$ cat config.mk
export PLATFORM = sky130hd
export DESIGN_NAME = booth_mul_iter
export DESIGN_NICKNAME = d
export VERILOG_FILES = /design/src/rtl/booth_mul_iter_pkg.sv /design/src/rtl/booth_mul_iter_enc.sv /design/src/rtl/booth_mul_iter.sv
export SDC_FILE = /design/constraint.sdc
export NUM_CORES = 1
export LEC_CHECK = 0
export ABC_AREA = 1
export CAP_MARGIN = 15
export CORE_UTILIZATION = 45
export CTS_CLUSTER_DIAMETER = 80
export DETAILED_ROUTE_END_ITERATION = 8
export PLACE_DENSITY = 0.74
export SYNTH_ARGS = -nofsm -noshare
export SYNTH_HDL_FRONTEND = slang
export SYNTH_SLANG_ARGS = --single-unit
$ cat constraint.sdc
create_clock -name clk -period 7.61 [get_ports clk]
set_clock_uncertainty 0.15 [all_clocks]
set_input_delay 1.522 -clock clk [delete_from_list [all_inputs] [get_ports clk]]
set_output_delay 1.522 -clock clk [all_outputs]
set_load 0.02 [all_outputs]
$ cat src/rtl/booth_mul_iter_pkg.sv
// Shared types and constants for the iterative radix-4 Booth multiplier.
// Operands are widened to 34 bits so that MULT and MULTU share one datapath.
package booth_mul_iter_pkg;

  typedef enum logic [1:0] {
    MUL_FREE = 2'b00,
    MUL_ON   = 2'b01,
    MUL_END  = 2'b10
  } mul_state_t;

  localparam int MUL_ITER_NUM = 17;
  localparam int CNT_W        = 5;
  localparam int OPND_W       = 34;
  localparam int PP_W         = OPND_W + 1;
  localparam int ACC_W        = PP_W + OPND_W + 1;

  localparam logic DIV_START            = 1'b1;
  localparam logic DIV_STOP             = 1'b0;
  localparam logic DIV_RESULT_READY     = 1'b1;
  localparam logic DIV_RESULT_NOT_READY = 1'b0;

  localparam logic [31:0] ZERO_WORD = 32'h0000_0000;

  // Sign- or zero-extend a 32-bit operand to the shared 34-bit width.
  function automatic logic [OPND_W-1:0] ext34(input logic is_signed, input logic [31:0] v);
    return {{2{is_signed & v[31]}}, v};
  endfunction

endpackage

$ cat src/rtl/booth_mul_iter_enc.sv
// Radix-4 Booth recoder: maps a 3-bit multiplier window to 0, +-A or +-2A.
module booth_r4_enc
  import booth_mul_iter_pkg::*;
(
  input  logic [2:0]        digit,
  input  logic [OPND_W-1:0] a,
  output logic [PP_W-1:0]   pp
);

  logic [PP_W-1:0] a_x1;
  logic [PP_W-1:0] a_x2;

  assign a_x1 = {a[OPND_W-1], a};
  assign a_x2 = {a, 1'b0};

  always_comb begin
    pp = '0;
    unique case (digit)
      3'b001, 3'b010: pp = a_x1;
      3'b011:         pp = a_x2;
      3'b100:         pp = -a_x2;
      3'b101, 3'b110: pp = -a_x1;
      default:        pp = '0;
    endcase
  end

endmodule

$ cat src/rtl/booth_mul_iter.sv
// Iterative radix-4 Booth multiplier for MULT/MULTU, 17 steps per product,
// using the same start/ready/annul handshake as the iterative divider.
module booth_mul_iter
  import booth_mul_iter_pkg::*;
#(
  parameter bit ZERO_SKIP = 1'b1
) (
  input  logic        clk,
  input  logic        rst,
  input  logic        signed_mul_i,
  input  logic [31:0] opdata1_i,
  input  logic [31:0] opdata2_i,
  input  logic        start_i,
  input  logic        annul_i,
  output logic [63:0] result_o,
  output logic        ready_o
);

  mul_state_t        state_reg, state_next;
  logic [CNT_W-1:0]  cnt_reg, cnt_next;
  logic [ACC_W-1:0]  acc_reg, acc_next;
  logic [OPND_W-1:0] a_reg, a_next;
  logic [63:0]       result_reg, result_next;
  logic              ready_reg, ready_next;

  logic [PP_W-1:0]   pp;
  logic [PP_W-1:0]   upper_sum;
  logic [ACC_W-1:0]  stepped;
  logic              zero_opnd;

  booth_r4_enc u_enc (
    .digit (acc_reg[2:0]),
    .a     (a_reg),
    .pp    (pp)
  );

  // Accumulator layout: {partial sum (35) | multiplier (34) | guard bit}.
  assign upper_sum = acc_reg[ACC_W-1 -: PP_W] + pp;
  assign stepped   = ACC_W'($signed({upper_sum, acc_reg[ACC_W-PP_W-1:0]}) >>> 2);
  assign zero_opnd = (opdata1_i == ZERO_WORD) || (opdata2_i == ZERO_WORD);

  always_ff @(posedge clk) begin
    if (rst) begin
      state_reg  <= MUL_FREE;
      cnt_reg    <= '0;
      acc_reg    <= '0;
      a_reg      <= '0;
      result_reg <= '0;
      ready_reg  <= DIV_RESULT_NOT_READY;
    end else begin
      state_reg  <= state_next;
      cnt_reg    <= cnt_next;
      acc_reg    <= acc_next;
      a_reg      <= a_next;
      result_reg <= result_next;
      ready_reg  <= ready_next;
    end
  end

  always_comb begin
    state_next  = state_reg;
    cnt_next    = cnt_reg;
    acc_next    = acc_reg;
    a_next      = a_reg;
    result_next = result_reg;
    ready_next  = ready_reg;

    unique case (state_reg)
      MUL_FREE: begin
        ready_next  = DIV_RESULT_NOT_READY;
        result_next = '0;
        if (start_i == DIV_START && !annul_i) begin
          if (ZERO_SKIP && zero_opnd) begin
            state_next = MUL_END;
            ready_next = DIV_RESULT_READY;
          end else begin
            a_next     = ext34(signed_mul_i, opdata1_i);
            acc_next   = {{PP_W{1'b0}}, ext34(signed_mul_i, opdata2_i), 1'b0};
            cnt_next   = '0;
            state_next = MUL_ON;
          end
        end
      end

      MUL_ON: begin
        if (annul_i || start_i == DIV_STOP) begin
          state_next  = MUL_FREE;
          ready_next  = DIV_RESULT_NOT_READY;
          result_next = '0;
          acc_next    = '0;
          cnt_next    = '0;
        end else begin
          acc_next = stepped;
          cnt_next = cnt_reg + 1'b1;
          // After the final shift the product sits just above the guard bit.
          if (cnt_reg == CNT_W'(MUL_ITER_NUM - 1)) begin
            state_next  = MUL_END;
            ready_next  = DIV_RESULT_READY;
            result_next = stepped[64:1];
          end
        end
      end

      MUL_END: begin
        if (annul_i || start_i == DIV_STOP) begin
          state_next  = MUL_FREE;
          ready_next  = DIV_RESULT_NOT_READY;
          result_next = '0;
        end
      end

      default: begin
        state_next  = MUL_FREE;
        ready_next  = DIV_RESULT_NOT_READY;
        result_next = '0;
      end
    endcase
  end

  assign result_o = result_reg;
  assign ready_o  = ready_reg;

endmodule

== Yosys cells after proc, flatten, opt, wreduce, memory -nomap -nowiden ==
Cells that the tools add are included.
Word-level totals
  flip-flop bits (word level): 175
  input port bits: 69
  word-level logic and storage cells: 66
Cells by class
  add/subtract/negate cells: 4
  equality and inequality tests: 13
  multiplexer cells: 25
  bitwise gates (word level): 4
  reduce and logical (&&, ||, !) cells: 14
Operator list (number)
  70-bit two-way mux: 3
  64-bit two-way mux: 3
  35-bit case mux with 4 select lines: 1
  70-bit case mux with 2 select lines: 1
  64-bit case mux with 2 select lines: 1
  35-bit negation: 2
  32-bit zero test: 2
  35-bit adder: 1
  5-bit two-way mux: 3
  2-bit two-way mux: 5
  5-bit case mux with 2 select lines: 1
  3-bit == test (second input constant): 3
  3-bit AND reduction: 3
  3-bit by 2-bit == test with 1-bit output (second input constant): 2
  2-bit != test (second input constant): 3
  2-bit case mux with 3 select lines: 1
  5-bit by 1-bit adder with 5-bit output (second input constant): 1
  5-bit == test (second input constant): 1
  1-bit two-way mux: 5
  2-bit OR reduction: 2
  3-bit by 1-bit == test with 1-bit output (second input constant): 1
  3-bit != test (second input constant): 1
  1-bit case mux with 3 select lines: 1
  1-bit bitwise AND: 2
  9 further kinds: 11

== Longest topological paths before layout ==
Gate-level depths: netlist (run 1).
  word-level depth: 7
  depth in mapped cells: 24
  mapped depth without buffers: 24

== Modules after synthesis ==
A second synthesis (run 1) with hierarchy kept.
Unflattened totals
  cells, all modules: 1742
  area total of the unflattened synthesis: 11149.4 um2
By module, submodules not included
  booth_mul_iter: times used 1, cells each 1341, area each 9132.5 um2, sequential area each 3463.3 um2
  booth_r4_enc: times used 1, cells each 401, area each 2016.9 um2, sequential area each 0.0 um2

== Worst setup path before layout (run 1) ==
No wires, ideal clock.
  path kind: register -> register
  from: register a_reg[0]
  to: register acc_reg[58]
  library setup time: 132 ps
  arrival time: 2778 ps
  data required time: 7328 ps
  setup slack: 4550 ps
  stages on the path, launching flop included: 23
  clock period less this slack: 3060 ps
  path through: dfxtp_1 > inv_1 > ha_1 > nand2_1 > nor2_2 > nand2_1 > o21ai_0 > inv_1 > a221o_1 > ha_1 > nand2_1 > nor2_2 > inv_2 > nor3_1 > nand2_1 > nand2_2 > nand2_1 > nand2_1 > nand2_1 > nand2_1 > nand2_1 > nand3_1 > a21oi_1
On the way
  word-level cells in the longest chain between the ends: 5
  elaborated cells on any way between the ends: 6
  classes of those cells: add/sub (3); mux (3)
Ends and longest elaborated chain
  start: declaration: line booth_mul_iter.sv:22  | logic [OPND_W-1:0] a_reg, a_next;
  start signal: assignment: line booth_mul_iter.sv:54  | a_reg <= a_next;
  35-bit negation (on tied branches): line booth_mul_iter_enc.sv:22, booth_mul_iter_enc.sv:21
  35-bit case mux with 4 select lines *: line booth_mul_iter_enc.sv:18  | unique case (digit)
  35-bit adder *: line booth_mul_iter.sv:38  | assign upper_sum = acc_reg[ACC_W-1 -: PP_W] + pp;
  70-bit two-way mux *: line booth_mul_iter.sv:86  | if (annul_i || start_i == DIV_STOP) begin
  70-bit case mux with 2 select lines *: line booth_mul_iter.sv:68  | unique case (state_reg)
  end signal: assignment: line booth_mul_iter.sv:53  | acc_reg <= acc_next;
  end: declaration: line booth_mul_iter.sv:21  | logic [ACC_W-1:0] acc_reg, acc_next;
Every way passes the cells marked *; elsewhere a longest branch is shown, timed or not.
A chain may end at the register's enable or synchronous reset.

== Worst setup path in the final report (run 1) ==
  from: input port start_i
  to: register result_reg[55], in the netlist result_o[55]
On the way
  word-level cells in the longest chain between the ends: 4
  elaborated cells on any way between the ends: 7
  classes of those cells: eq/ne (2); mux (2); bitwise (1); reduce/logical (2)
Ends and longest elaborated chain
  start: declaration: line booth_mul_iter.sv:13  | input logic start_i,
  1-bit inverter *: line booth_mul_iter.sv:86, booth_mul_iter.sv:105
  1-bit logical OR *: line booth_mul_iter.sv:86, booth_mul_iter.sv:105
  64-bit two-way mux, or another cell as far along: line booth_mul_iter.sv:86
  64-bit case mux with 2 select lines or 2-bit AND reduction (tied branches)
  end signal: assignment: line booth_mul_iter.sv:55  | result_reg <= result_next;
  end: declaration: line booth_mul_iter.sv:23  | logic [63:0] result_reg, result_next;
Marks and branches as above.

==> impl.org, run 1 <==
** Outcome
- Result of the run :: finished, final reports clean

** STA
- Endpoints failing hold :: 0
- Total Negative Setup Slacks :: 0 ns
- Setup violations, final :: 0
- Maximum clock frequency :: 0.211 GHz
- Transition at the pin with the smallest max-transition slack :: 1.07 ns
- The worst pin sits at a relative slew slack of 28.6%.
- Final period util :: 62.4%
- The final max-slew violation count was 0.
- Unrepaired setup endpoints after global routing :: false
- The worst path in the final design needs a cycle of 4.75 ns, including I/O delays and setup.

** Clocking
- Worst-Skew Late Latency :: 0.45 ns
- Htree depth :: 4
- Hold-fix buffers at CTS :: 0
- The longest clock path from root to sink contains 2 buffers.
- Post-CTS Setup Bufs :: 0
- Inserted Clock Buffers :: 17
- CTS tree :: done
- Clock transition time at the flip-flop clock pins of the worst setup and hold paths :: 0.08 ns
- Post-CTS resize count :: 0
- The root buffer cell chosen for the clock tree is clkbuf_16.
- CTS saw 173 sinks.

** Logic synthesis
- Sequential cells were found to cover 33.1% of the synthesized design area.
- Post-synthesis net count :: 1745
- Synthesis handed over a netlist of 1638 instances.
- Synthesis instantiated 49 different standard cells from the library.
- In this run, synthesis produced a sequential element count of 173.
- Proportion of register bits with asynchronous set or reset after synthesis :: 0%
- Post-synthesis average cell area :: 6.39 sq um
- Yosys printed 0 warnings.
- Post-Synthesis Cell Area :: 10500 sq um
- The synthesized design contains 0 enable-type register cells.
- For this run, the leading register cell type out of synthesis is dfxtp_1.

** Place
- Total of buffers placed on input and output ports :: 133
- Routability-driven placement finished with a final weighted congestion of 0.978.
- Hpwl dp :: 23300 microns
- Placement-stage cell area :: 11900 sq um

** Setup path
- The worst register-to-register path begins at acc_reg[0].
- STA puts the critical path data required time at 7.77 ns.
- R2r worst-path depth :: 15
- Setup slack on the worst reg-to-reg path comes out at 3.04 ns.
- Data arrival time of the critical path :: 4.90 ns
- CP Launch Type :: input port
- The endpoint identified for the worst register-to-register timing path is acc_reg[59].
- Worst setup path class :: input port to flop
- The worst setup path is captured at a flop.
- Along the worst path, the maximum fanout reaches 87.

** Route
- Dividing the detail-routed via count by the number of cells gives 5.53.
- Summed over all layers, the routed wires come to 32000 microns.
- In this run, the number of DRC markers left after iteration 0 of detailed routing was 973.
- Before antenna repair, the detailed router went through 6 iterations.
- Dividing the detail-routed wire length by the instance count gives 15.8 microns.
- Antenna viol nets, final :: 0
- Total via count after detailed routing :: 11.2k
- After detailed routing, the number of remaining DRC violations is 0.

** Hold path
- Endpoint of the worst hold-timing path :: a_reg[32]
- Classification of the worst-slack hold path :: flop to flop
- The startpoint identified for the worst hold timing path is a_reg[32].
- The worst hold path passes through 2 cells.

** Cells and area
- The finished cells cover 12500 sq um.
- The register with the most flip-flops in the layout has 68 of them.
- Leaving out fill and tap cells, the most frequent cells in the layout are nand2_1 (362), nor2_1 (295), a21oi_1 (207).
- Cells with a size suffix above 1 make up 4.67% of the layout.
- The number of antenna diodes in the final layout is 0.
- The net count of the finished layout is 1830.
- The library cell used most frequently in the layout, excluding fill and tap cells, is nand2_1.
- From synthesis to final layout, the design area changed by 19.3%.
- Fillcell total :: 2246
- At the end of the flow the core is filled with cells to 55.0%.

** Global route
- GR Layer Usage met1 :: 34.4%
- In the global route stage, overall resource usage came out at 26.9%.
- met2 is the most crowded layer.
- The initial antenna violation count came to 0.
- Global-route wire length before repair :: 51700 microns
- The via count of the first global-routing pass came to 10.3k.
- In the global route stage, met2 resource usage came out at 46.4%.
- Entering global routing, the biggest net connects 112 pins.
- Global routing used 4.20% of the available met3 tracks.
- The total overflow left after global routing is 0.

** Floorplan
- Die area :: 23900 sq um
- In this run the horizontal extent of the chip is 155 microns.
- Core Rows :: 55
- Core Box Area :: 22700 sq um
- Ports placed on the boundary :: 134
- Starting density of the core :: 46.1%
- From bottom edge to top edge, the die measures 155 microns.

** Power and ir drop
- Leakage :: 5.16 nW
- Dividing total power by cell area gives a power density of 184 nW/um^2.
- VDD sags by at most 0.000123 V.

** Flow run
- Across the run, the number of max-cap violations was 0.
-- report_power, final --
part / switching, mW / internal (mW)
registers: 0.0282 / 0.940
logic: 0.266 / 0.146
clock network: 0.460 / 0.460
-- layer usage --
metal	vias to the layer above	routed length [microns]
li1	5618	-
met1	5157	14400
met2	362	15100
met3	40	1880
met4	0	558
met5	-	0
-- cell usage after synthesis (all sizes together) (4+ instances only) --
master   instances  share of area (%)
dfxtp          173                 33
nand2          368                 13
buf             37                1.9
nand4           17                1.0
nor4             8               0.54
a21oi          207                9.9
a21o             4               0.29
o21bai           8               0.57
xor2            21                1.8
o2111ai          9               0.75
ha              37                4.4
or2              9               0.54
clkbuf          36                1.3
nor3            15               0.86
nand3b           8               0.57
nand3           64                3.1
nor2           307                 11
a21boi           8               0.57
o21ai          152                7.3
o22ai           16               0.96
inv            112                4.0
-- how the worst max path moves through the flow --
stage / start / slack [ns] / to
2_1_floorplan: a_reg[0] / 4.55 / acc_reg[58]
3_3_place_gp: start_i / 2.60 / ready_o
3_5_place_dp: start_i / 2.49 / result_o[55]
4_1_cts: start_i / 2.95 / result_o[57]
5_1_grt: start_i / 2.61 / result_o[59]
6_report: start_i / 2.86 / result_o[55]
-- stage by stage --
stage                     setup WS (ns)  instances  power, mW  hold slack [ns]
after floorplan                    4.55       1638       1.26            0.294
after global placement             2.60       1989       1.39            0.303
after detailed placement           2.49       1989       1.40            0.309
after CTS                          2.95       2021       2.30            0.320
after global routing               2.61       2021       2.40            0.341
final                              2.86       2021       2.30            0.320
-- logic make-up after synthesis --
logic type | share of synthesized area (%)
buffers and inverters | 7.33
AND/OR/NAND/NOR | 31.5
adder cells (fa/ha/maj) | 4.61
AO/OA/AOI/OAI | 21.6
flip-flops | 33.1
XOR/XNOR | 1.84
-- final cells by class --
class,instances,area [sq um],share of cell area [%]
Timing Repair Buffer,139,1370,11.0
Sequential cell,173,3460,27.7
Tap cell,285,357,2.86
Clock buffer,18,439,3.52
Inverter,114,429,3.44
Multi-Input combinational cell,1278,6240,50.0
Clock inverter,14,188,1.50
-- worst max-delay path, cell delays in order --
cell and delay [ns]:
clkdlybuf4s50_1 0.45, inv_1 0.04, nor2_2 0.06, buf_4 0.38, inv_2 0.12, nor2_4 0.55, o31ai_2 0.18, nand2_2 0.50
inv_2 0.20, buf_4 0.39, o21ai_0 0.32, a21oi_1 0.06
No activity file was read; power rests on OpenSTA's default activity.
==> run 2: changes to the inputs <==
PLACE_DENSITY = 0.77   (was 0.74)
clock period = 4.3 ns   (was 7.61 ns; I/O delays follow)
==> impl.org, run 2 (synthesis results as in run 1) <==
** Outcome
- Result of the run :: finished, final reports clean

** Setup path
- Critical path's most frequent cell :: nand2_1
- CP Launch Type :: flop
- The slowest stage of the critical path is the ha_1 cell.
- The top fanout value on the critical path is 5 (-94%).
- Worst setup EP type :: flop
- Slack of the worst reg-to-reg path :: 0.43 ns (-2.61 ns)
- The worst register-to-register path ends at result_o[56].
- The startpoint identified for the worst register-to-register timing path is a_reg[3].
- Worst setup path class :: flop to flop
- Stage delay of the slowest cell on the critical path :: 0.44 ns (-0.11 ns)
- Cell-by-cell listing of the critical path :: nor2_1 > nand2_1 > nor2_2 > nand2_1 > inv_2 > nand2_1 > xor2_1 > o22ai_1 > a21oi_1 > o21ai_0 > ha_1 > nand2_1 > nor2_1 > nor2_1 > a21boi_1 > nand2_1 > nand2_1 > nand2_1 > or2_0 > nand3_1 > a21oi_1
- Data arrival time of the critical path :: 4.02 ns (-0.88 ns)
- Data required, critical path :: 4.45 ns (-3.32 ns)
- The cell depth of the worst flop-to-flop path came to 21 (+6).

** Floorplan
- Starting density of the core :: 46.1% (unchanged)
- The area of the die was 23900 sq um (unchanged).
- The height of the die was 155 microns (unchanged).
- The count of boundary I/O pins was 134 (unchanged).
- Horiz. Die Dim :: 155 microns (unchanged)
- Core Box Area :: 22700 sq um (unchanged)
- Core Rows :: 55 (unchanged)

** Cells and area
- Layout Cells excl Fill :: 2033 (+0.59%)
- Antenna fix cells :: 0 (unchanged)
- Final design utilization :: 55.5% (+0.48 points)
- Leaving out fill and tap cells, the most frequent cells in the layout are nand2_1 (362), nor2_1 (295), a21oi_1 (207).
- Most common cell after layout, fill and taps aside :: nand2_1
- Layout area overhead :: 20.3%
- The flip-flop count of the largest register, all copies and words added came to 68 (unchanged).
- Nets :: 1842 (+0.66%)
- Ratio of cells with drive above 1 in the final layout :: 5.26% (+0.60 points)

** Hold path
- Source of the worst hold timing path :: a_reg[32]
- Classification of the worst-slack hold path :: flop to flop
- The number of cells traversed by the worst hold path is 2 (unchanged).
- The path with the worst hold slack has its endpoint at a_reg[32].

** Clocking
- The worst-skew pair later-pin latency is 0.45 ns (about the same).
- The maximum number of buffers from clock root to sink was 2 (unchanged).
- Post-CTS resize count :: 0 (unchanged)
- The number of H-tree levels is 4 (unchanged).
- Clock transition time at the flip-flop clock pins of the worst setup and hold paths :: 0.08 ns (about the same)
- The post-CTS setup buffer count is 0 (unchanged).
- The clock sink count was 173 (unchanged).
- The tree is rooted in a clkbuf_16.
- Hold-fix buffers at CTS :: 0 (unchanged)
- The total CTS buffers came to 17 (unchanged).
- CTS tree :: done

** Global route
- The first-pass GRT wire length came to 51700 microns (about the same).
- Antenna violations before repair :: 0 (unchanged)
- Pin count of the biggest net entering global routing :: 129 (+15%)
- The total congestion overflow came to 0 (unchanged).
- Global Route Usage Sum :: 27.3% (+0.43 points)
- The via count of the first global-routing pass was 10.1k (-1.8%).

** STA
- Setup repair after global routing left no endpoint under its margin.
- The post-layout worst setup margin was 0.428 ns (-2.43 ns).
- Post-route minimum period :: 3.87 ns
- The total negative slack was 0 ns (unchanged).
- Slew Limit Fails :: 0 (unchanged)
- Max-slew headroom :: 23.4% (-5.1 points)
- The measured slew at the worst slew-check pin was 1.15 ns (+0.0788 ns).
- Maximum clock frequency :: 0.258 GHz
- After layout, the worst path uses 90.0% of the clock period.
- The hold violation total from the final report came to 0 (unchanged).
- The count of endpoints failing setup in the final report is 0 (unchanged).

** Route
- The iteration-0 DRC count of the detailed router is 759 (-22%).
- DR vias/cell :: 5.41 (-2.2%)
- The routed length per placed instance was 15.9 microns (+0.34%).
- Post-route DRC violation count :: 0 (unchanged)
- Total via count after detailed routing :: 11.0k (-1.6%)
- The iteration count of the initial detailed-routing pass came to 5 (-1).
- The number of nets still failing antenna checks after routing is 0 (unchanged).
- The total wire length was 32300 microns (+0.94%).

** Place
- The HPWL after detailed placement was 23900 microns (+2.5%).
- The number of placed cells counting well taps is 2001 (+0.60%).
- Gp weighted congestion :: 0.981 (+0.27%)
- Setup Slack @ Placement :: 0.517 ns (-1.98 ns)
- The number of buffers inserted by port buffering is 133 (unchanged).

** Power and ir drop
- Power consumption :: 4.08 mW (+77%)
- The internal power component was 2.73 mW (+77%).
- Net switching component of the power :: 1.35 mW (+79%)
- The sequential share of power came to 42.0% (about the same).
- Relative contribution of combinational cells to total power :: 18.0% (about the same)
- The clock network fraction of total power is 40.0% (about the same).
- The worst voltage drop across the vdd grid is 0.000225 V (+84%).
- The ratio of total power to cell area was 324 nW/um^2 (+76%).
- The fraction of power spent switching nets was 33.1% (+0.31 points).
- Leakage :: 5.21 nW (+1.1%)

** Flow run
- The number of max-cap violations was 0 (unchanged).
==> run 2: changes by cell type in the layout (fill, tap and decap cells not counted) <==
cell / change
clkdlybuf4s50_1: +1
inv_8: -4
buf_4: +12
buf_2: -1
inv_6: +1
clkinv_8: +4
clkbuf_8: -1
==> run 2: per-layer routing <==
layer	track usage (%)	vias up	wire length, microns
met5	0	-	0
met4	10.0	0	990
met3	5.86	52	1950
met2	45.8	307	14900
met1	34.4	5004	14500
li1	-	5638	-
==> run 2: how the worst max path moves through the flow <==
stage | startpoint | endpoint | slack, ns
2_1_floorplan | a_reg[0] | acc_reg[58] | 1.24
3_5_place_dp | a_reg[7] | result_o[56] | 0.52
3_3_place_gp | a_reg[7] | result_o[56] | 0.51
4_1_cts | a_reg[3] | result_o[56] | 0.47
5_1_grt | a_reg[2] | result_o[56] | 0.00005
6_report | a_reg[3] | result_o[56] | 0.43
==> run 2: cell type report <==
cell class                      instances  area [sq um]
Sequential cell                       173          3460
Tap cell                              285           357
Multi-Input combinational cell       1278          6240
Fill cell                            2205         10100
Timing Repair Buffer                  151          1470
Clock buffer                           17           425
Inverter                              114           429
Clock inverter                         15           216
==> run 2: per-stage QoR <==
| stage | instance area, sq um | hold slack (ns) |
|---|---|---|
| global placement | 12000 | 0.305 |
| CTS | 12600 | 0.320 |
| detailed placement | 12000 | 0.308 |
| finish | 12600 | 0.318 |
| floorplan | 10500 | 0.294 |
| global route | 12600 | 0.338 |
==> run 2: power by group through the flow <==
| stage | combinational (mW) | clock, mW | sequential (mW) |
|---|---|---|---|
| after floorplan | 0.480 | 0 | 1.75 |
| after global placement | 0.725 | 0 | 1.75 |
| after detailed placement | 0.730 | 0 | 1.75 |
| after CTS | 0.734 | 1.65 | 1.71 |
| after global routing | 0.819 | 1.72 | 1.72 |
| final | 0.736 | 1.63 | 1.71 |
==> run 2: critical path: cells and delay by family (launching register included) <==
kind                     cells  cell delay, ns
AO/OA/AOI/OAI                5            0.76
buffers and inverters        1            0.09
flip-flops                   1            0.37
AND/OR/NAND/NOR             13            1.73
adder cells (fa/ha/maj)      1            0.44
XOR/XNOR                     1            0.18
